--- src/rtl/vga_timing_gen.sv ---
`default_nettype none
// +----------------------------------------------------------------------------+
// | Module   : vga_timing_gen                                                  |
// | Purpose  : 640x480@60 raster timing with PIX_LAT-clock pixel lookahead.    |
// |            PIX_LAT must lie in 0..4. Optional colour-bar source behind     |
// |            the VGA_TEST_PATTERN_EN macro (adds the test_mode input).       |
// | Revision : 1.0 - initial release                                           |
// +----------------------------------------------------------------------------+
module vga_timing_gen #(
  parameter int H_SYNC  = 96,
  parameter int H_BACK  = 48,
  parameter int H_DISP  = 640,
  parameter int H_FRONT = 16,
  parameter int V_SYNC  = 2,
  parameter int V_BACK  = 33,
  parameter int V_DISP  = 480,
  parameter int V_FRONT = 10,
  parameter int PIX_LAT = 1
) (
  input  logic        vga_clk_25,
  input  logic        rst_n,
`ifdef VGA_TEST_PATTERN_EN
  input  logic        test_mode,
`endif
  input  logic [15:0] pixel_data,
  output logic        data_req,
  output logic [9:0]  pixel_xpos,
  output logic [9:0]  pixel_ypos,
  output logic        vga_hs,
  output logic        vga_vs,
  output logic        vga_de,
  output logic [15:0] vga_rgb,
  output logic        frame_start
);

  localparam logic [9:0]  c_h_last = 10'(H_SYNC + H_BACK + H_DISP + H_FRONT - 1);
  localparam logic [9:0]  c_v_last = 10'(V_SYNC + V_BACK + V_DISP + V_FRONT - 1);
  localparam logic [10:0] c_h_sync = 11'(H_SYNC);
  localparam logic [10:0] c_v_sync = 11'(V_SYNC);
  localparam logic [10:0] c_ha     = 11'(H_SYNC + H_BACK);
  localparam logic [10:0] c_h_end  = 11'(H_SYNC + H_BACK + H_DISP);
  localparam logic [10:0] c_va     = 11'(V_SYNC + V_BACK);
  localparam logic [10:0] c_v_end  = 11'(V_SYNC + V_BACK + V_DISP);
  localparam logic [10:0] c_lat    = 11'(PIX_LAT);

  logic [9:0]  r_h_cnt;
  logic [9:0]  r_v_cnt;
  logic [10:0] w_h_ext;
  logic [10:0] w_v_ext;
  logic [10:0] w_h_look;
  logic        w_h_req_win;
  logic        w_h_de_win;
  logic        w_v_win;
  logic        w_de;
  logic [15:0] w_rgb_src;
  logic        r_hs;
  logic        r_vs;
  logic        r_de;
  logic        r_fs;
  logic [15:0] r_rgb;

  always_ff @(posedge vga_clk_25) begin
    if (!rst_n) begin
      r_h_cnt <= '0;
      r_v_cnt <= '0;
    end else if (r_h_cnt == c_h_last) begin
      r_h_cnt <= '0;
      r_v_cnt <= (r_v_cnt == c_v_last) ? '0 : r_v_cnt + 10'd1;
    end else begin
      r_h_cnt <= r_h_cnt + 10'd1;
    end
  end

  // 11-bit views so the lookahead sum and the origin subtraction cannot wrap
  always_comb begin
    w_h_ext     = {1'b0, r_h_cnt};
    w_v_ext     = {1'b0, r_v_cnt};
    w_h_look    = w_h_ext + c_lat;
    w_h_req_win = (w_h_look >= c_ha) && (w_h_look < c_h_end);
    w_h_de_win  = (w_h_ext >= c_ha) && (w_h_ext < c_h_end);
    w_v_win     = (w_v_ext >= c_va) && (w_v_ext < c_v_end);
    w_de        = w_h_de_win && w_v_win;
    data_req    = w_h_req_win && w_v_win;
    pixel_xpos  = data_req ? 10'(w_h_look - c_ha) : 10'd0;
    pixel_ypos  = data_req ? 10'(w_v_ext - c_va) : 10'd0;
  end

`ifdef VGA_TEST_PATTERN_EN
  logic [2:0]  r_bar_idx;
  logic [6:0]  r_bar_sub;
  logic [15:0] w_bar_rgb;

  // Bars are 80 pixels wide; counters sit at zero through blanking
  always_ff @(posedge vga_clk_25) begin
    if (!rst_n || !w_de) begin
      r_bar_idx <= '0;
      r_bar_sub <= '0;
    end else if (r_bar_sub == 7'd79) begin
      r_bar_sub <= '0;
      r_bar_idx <= r_bar_idx + 3'd1;
    end else begin
      r_bar_sub <= r_bar_sub + 7'd1;
    end
  end

  always_comb begin
    w_bar_rgb = 16'h0000;
    case (r_bar_idx)
      3'd0:    w_bar_rgb = 16'hFFFF;
      3'd1:    w_bar_rgb = 16'hFFE0;
      3'd2:    w_bar_rgb = 16'h07FF;
      3'd3:    w_bar_rgb = 16'h07E0;
      3'd4:    w_bar_rgb = 16'hF81F;
      3'd5:    w_bar_rgb = 16'hF800;
      3'd6:    w_bar_rgb = 16'h001F;
      default: w_bar_rgb = 16'h0000;
    endcase
  end

  assign w_rgb_src = test_mode ? w_bar_rgb : pixel_data;
`else
  assign w_rgb_src = pixel_data;
`endif

  always_ff @(posedge vga_clk_25) begin
    if (!rst_n) begin
      r_hs  <= 1'b1;
      r_vs  <= 1'b1;
      r_de  <= 1'b0;
      r_rgb <= 16'h0000;
      r_fs  <= 1'b0;
    end else begin
      r_hs  <= (w_h_ext >= c_h_sync);
      r_vs  <= (w_v_ext >= c_v_sync);
      r_de  <= w_de;
      r_rgb <= w_de ? w_rgb_src : 16'h0000;
      r_fs  <= (r_h_cnt == 10'd0) && (r_v_cnt == 10'd0);
    end
  end

  assign vga_hs      = r_hs;
  assign vga_vs      = r_vs;
  assign vga_de      = r_de;
  assign vga_rgb     = r_rgb;
  assign frame_start = r_fs;

endmodule
`default_nettype wire
--- config.mk ---
export PLATFORM = sky130hd
export DESIGN_NAME = vga_timing_gen
export DESIGN_NICKNAME = d
export VERILOG_FILES = /design/src/rtl/vga_timing_gen.sv
export SDC_FILE = /design/constraint.sdc
export NUM_CORES = 1
export LEC_CHECK = 0
export BUFFER_PORTS_ARGS = -buffer_cell sky130_fd_sc_hd__buf_2
export CAP_MARGIN = 20
export CORE_MARGIN = 2
export CORE_UTILIZATION = 50
export CTS_CLUSTER_SIZE = 16
export DETAILED_ROUTE_END_ITERATION = 10
export GPL_ROUTABILITY_DRIVEN = 1
export PLACE_DENSITY = 0.75
export SKIP_LAST_GASP = 1
export SLEW_MARGIN = 30
export SYNTH_ARGS = -nofsm -noshare
export SYNTH_HDL_FRONTEND = slang
export SYNTH_SLANG_ARGS = --single-unit
export TNS_END_PERCENT = 30
--- constraint.sdc ---
create_clock -name vga_clk_25 -period 4.16 [get_ports vga_clk_25]
set_clock_uncertainty 0.05 [all_clocks]
set_input_delay 0.832 -clock vga_clk_25 [delete_from_list [all_inputs] [get_ports vga_clk_25]]
set_output_delay 0.832 -clock vga_clk_25 [all_outputs]
set_load 0.02 [all_outputs]
# Word-level counts from Yosys, hierarchy flattened
# Cells that the tools add are included.
dict set report totals {
  register_bits 40
  latch_bits 0
  ram_bits 0
  romBits 0
  in_bits 18
  output_inout_bits 41
  word_cells 36
  memories 0
}
dict set report op_classes {
  addsub 5
  mul 0
  n_div 0
  order_cmp 8
  n_eq_ne 2
  n_shift 0
  mux 3
  bitwise_logic 1
  n_reduce_logical 10
}
# cell count
set ops {}
lappend ops {{$mux 10} 3}
lappend ops {{$add 10x1->10 const B} 2}
lappend ops {{$eq 10x10->1 const B} 2}
lappend ops {{$logic_not 10->1} 2}
lappend ops {{$lt 10x10->1 const B} 2}
lappend ops {{$add 10x1->11 const B} 1}
lappend ops {{$ge 11x8->1 const B} 1}
lappend ops {{$lt 11x10->1 const B} 1}
lappend ops {{$ge 10x2->1 const B} 1}
lappend ops {{$ge 10x6->1 const B} 1}
lappend ops {{$ge 10x7->1 const B} 1}
lappend ops {{$ge 10x8->1 const B} 1}
lappend ops {{$sub 10x6->10 const B} 1}
lappend ops {{$sub 10x8->10 const B} 1}
lappend ops {{$logic_and 1x1->1} 6}
lappend ops {{$reduce_and 2->1} 1}
lappend ops {{$reduce_or 2->1} 1}
lappend ops {{$not 1->1} 1}

# Longest topological paths before layout
dict set report depth {
  depth_word 5
  ltp_mapped 11
}

# Worst setup path after synthesis
# OpenSTA, ideal clock, no wires.
dict set report synth_path {
  path_kind {register -> output}
  startpoint {register r_h_cnt[0]}
  endpoint {output port pixel_xpos[0]}
  arrival_ns 2.424
  required_ns 3.278
  setup_slack_ns 0.854
  path_stages_with_launch 12
  cell_sequence {dfxtp_1 ha_1 buf_6 nand3_4 xor2_1 inv_1 ha_1 o2111ai_1 a31oi_1 o21ai_1 buf_4 a2111oi_2}
}
dict set report synth_between {
  elab_chain_len 5
  elab_cells_between_ends 7
}
# element line
set synth_lines {}
lappend synth_lines {{from (decl)} 46} ;# logic [9:0] r_h_cnt;
lappend synth_lines {{from (signal assigned)} 70} ;# r_h_cnt <= r_h_cnt + 10'd1;
lappend synth_lines {{$add 10x1->11 (*)} 78} ;# w_h_look = w_h_ext + c_lat;
lappend synth_lines {{via w_h_look[4]} 50} ;# logic [10:0] w_h_look;
lappend synth_lines {{$ge 11x8->1 or $lt 11x10->1 (tied branches)} 79} ;# w_h_req_win = (w_h_look >= c_ha) && (w_h_look < c_h_end);
lappend synth_lines {{$logic_and 1x1->1 (*)} 79}
lappend synth_lines {{$logic_and 1x1->1 (*)} 83} ;# data_req = w_h_req_win && w_v_win;
lappend synth_lines {{$mux 10 (*)} 84} ;# pixel_xpos = data_req ? 10'(w_h_look - c_ha) : 10'd0;
lappend synth_lines {{to (decl)} 27} ;# output logic [9:0] pixel_xpos,
# The timed path passes the listed nets; every way through them passes the cells marked *.

# Worst setup path after layout
dict set report layout_path {
  startpoint {register r_h_cnt[1]}
  endpoint {output port pixel_xpos[0]}
}
# Same word-level chain as after synthesis.

==> key figures <==
Status
  – Status: finished, final reports clean

Logic synthesis
  – Commonest register cell after synthesis: dfxtp_1
  – Gate Count Post-Synth: 292
  – YS warnings: 0
  – Share of the synthesized area in the top cell type: 31.4%
  – Synth async-reset ratio: 0%
  – Post-synth net total: 317
  – Netlist cell types: 55
  – Post-synthesis sequential area ratio: 31.4%
  – Cell Area, Synth: 0.00255 mm²
  – Synth top area cells: dfxtp_1, a2111oi_2, and2_1
  – #FFs+latches synth: 40
  – Syn avg cell area: 8.73 µm²
  – Post-synth EDFFs: 0
  – Cell taking the most area after synthesis: dfxtp_1

Floorplanning
  – Die Span X: 75.4 µm
  – I/O pin count: 59
  – Row count: 25
  – Starting Density: 52.9%
  – Core area: 0.00482 mm²
  – Chip Height: 75.4 µm
  – Full die area: 0.00568 mm²

STA
  – Worst slew pin tran: 869 ps
  – Number of slew-limit violations in the final report: 0
  – Shortest clock period the worst path allows after layout: 3950 ps
  – RSZ-0062 raised after global routing: no
  – Final hold vios: 0
  – Max Freq: 253 MHz
  – Final period util: 94.9%
  – Final setup fails: 0
  – Max_slew headroom: 42.1%
  – WHS: 465 ps
  – Setup TNS: 0 ps

Routing
  – Drt initial violations: 151
  – DRC Markers: 0
  – First drt pass iteration count: 4
  – WL final: 6.20 mm
  – Vias per cell: 5.73
  – Vias post-DR: 2314
  – Routed Antenna Nets: 0
  – DR WL/cell: 15.3 µm

Final layout
  – Most frequent cells in the layout: buf_2, dfxtp_1, nor2_1, nand2_1, and2_1
  – Final #Nets: 361
  – Area growth, synth to finish: 13.8%
  – Ratio of cells with drive above 1 in the final layout: 29.4%
  – Commonest non-fill, non-tap cell in the layout: buf_2
  – ANT cells: 0

CTS
  – Clk_lat worst skew: 300 ps
  – CTS H-tree lvls: 2
  – Hold_buf cts: 0
  – CTS root buf: clkbuf_8
  – Sink Count: 40
  – TritonCTS buffer count: 5
  – CTS tree: done
  – Clk slew on worst S/H paths: 90 ps
  – Post-CTS Setup Bufs: 0
  – Resized Gates After CTS: 0
  – CTS Buffer Depth: 2

GRT
  – Antenna violations before repair: 0
  – Largest net degree at the start of global routing: 21
  – Vias in the first global route: 2092
  – Gr usage total: 23.2%
  – Global route overflow: 0
  – Global-route wire length before repair: 10.1 mm

Pwr
  – Internal power component: 0.000582 W
  – Leak: 1.22 nW
  – PwrDens: 260 mW/mm²
  – Reg power frac: 52.2%
  – NetSw: 0.000172 W
  – Clock share of power: 43.6%
  – Gate power share: 4.1%
  – Power, Total: 0.000754 W
  – Max rail drop VDD: 0.126 mV
  – Net Sw Frac: 22.8%

Placed design
  – Routability Congestion: 0.926
  – I/O Buffers: 58
  – DP HPWL: 4.57 mm

Worst setup path
  – RR Endpoint: r_v_cnt[5]$_SDFFE_PN0P_
  – CP max stage delay: 430 ps
  – CP cell instances: ha_2 -> nand3_4 -> xor2_1 -> inv_1 -> ha_1 -> o2111ai_1 -> a31oi_1 -> o21ai_2 -> buf_4 -> a2111oi_2 -> buf_2
  – Crit-path slowest cell: dfxtp_1
  – Crit end category: output port
  – Crit Path Category: reg -> out
  – RR Startpoint: r_h_cnt[1]$_SDFF_PP0_
  – R2R Setup Slk: 1730 ps
  – Critical Path RT: 3280 ps
  – Worst Setup Start Kind: flop
  – Cell count of the worst reg-to-reg path: 6
  – Worst-path fanout max: 20
  – WP data arrival: 3070 ps

Min path
  – Hold Path End: r_h_cnt[0]$_SDFF_PP0_
  – Worst Hold Launch: r_h_cnt[0]$_SDFF_PP0_
  – Min-delay worst type: reg -> reg
  – Worst hold path depth: 1

Job
  – Max-cap violations: 0
==> worst max-delay path, delay by kind of cell, from the launching register on <==
kind / cells / cell delay [ps]
AOI/OAI and AO/OA: 4 / 890
DFF: 1 / 430
buffers and inverters: 3 / 620
adders and majority gates: 2 / 520
xor gates and xnor gates: 1 / 190
and+or+nand+nor: 1 / 110
==> per-layer routing <==
layer  part of all wire, %  wire length, µm  GRT usage (%)
met1                    46             2840           32.4
met2                    42             2600           33.7
met3                    10              641           6.48
met4                   2.0              125           9.36
met5                     0                0              0
==> power by group through the flow <==
stage	clock network (W)	logic (W)	registers [W]
floorplan	0	0.0000168	0.000402
global placement	0	0.0000306	0.000402
detailed placement	0	0.0000304	0.000402
CTS	0.000335	0.0000306	0.000393
global route	0.000357	0.0000340	0.000395
finish	0.000329	0.0000310	0.000394
==> flip-flops by register name, summed over array words and instances, names as in the netlist <==
signal and count:
frame_start 1, r_h_cnt 10, r_v_cnt 10, vga_de 1, vga_hs 1, vga_rgb 16, vga_vs 1
==> worst max-delay path by stage <==
stage / from / to / slack [ps] / cells past startpoint
2_1_floorplan: r_h_cnt[0]$_SDFF_PP0_ / pixel_xpos[0] / 850 / 11
3_3_place_gp: r_h_cnt[0]$_SDFF_PP0_ / pixel_xpos[3] / 540 / 11
3_5_place_dp: r_h_cnt[0]$_SDFF_PP0_ / pixel_xpos[0] / 420 / 11
4_1_cts: r_h_cnt[0]$_SDFF_PP0_ / pixel_xpos[0] / 70 / 11
5_1_grt: r_h_cnt[1]$_SDFF_PP0_ / pixel_xpos[0] / 20 / 11
6_report: r_h_cnt[1]$_SDFF_PP0_ / pixel_xpos[0] / 210 / 11
==> area by class of cell <==
type                    count  area (µm²)
flip-flops and latches     40         805
repair buffers             64         335
clock inverters             3        46.3
well taps                  67        83.8
inverters                   9        33.8
multi-input cells         216        1530
clock buffers               5        68.8
fillers                   473        1920
==> synthesized netlist by cell type, drive strengths merged (8+ instances only) <==
master,instances
xor2,12
xnor2,9
a21oi,8
buf,26
nand4,8
nand3,13
nor3,8
dfxtp,40
nand2,19
o21ai,13
a211oi,11
nor2,28
and2,19
a2111oi,10
inv,9
==> metrics by stage <==
step | instance area (µm²) | setup slack, ps | std cells | util [%]
floorplan | 2550 | 854 | 292 | -
global placement | 2780 | 544 | 396 | 57.7
detailed placement | 2780 | 417 | 396 | 57.7
CTS | 2900 | 65.4 | 404 | 60.1
global route | 2900 | 24.8 | 404 | 60.2
finish | 2900 | 213 | 404 | 60.2
==> cell families after synthesis <==
family / share of synthesized area [%]
flops: 31.4
compound gates: 21.5
simple gates: 26.5
buf+inv: 9.18
mux: 0.835
fa+ha+maj: 3.44
xor+xnor: 7.22
Note: power is estimated with default switching activity, not from simulation.
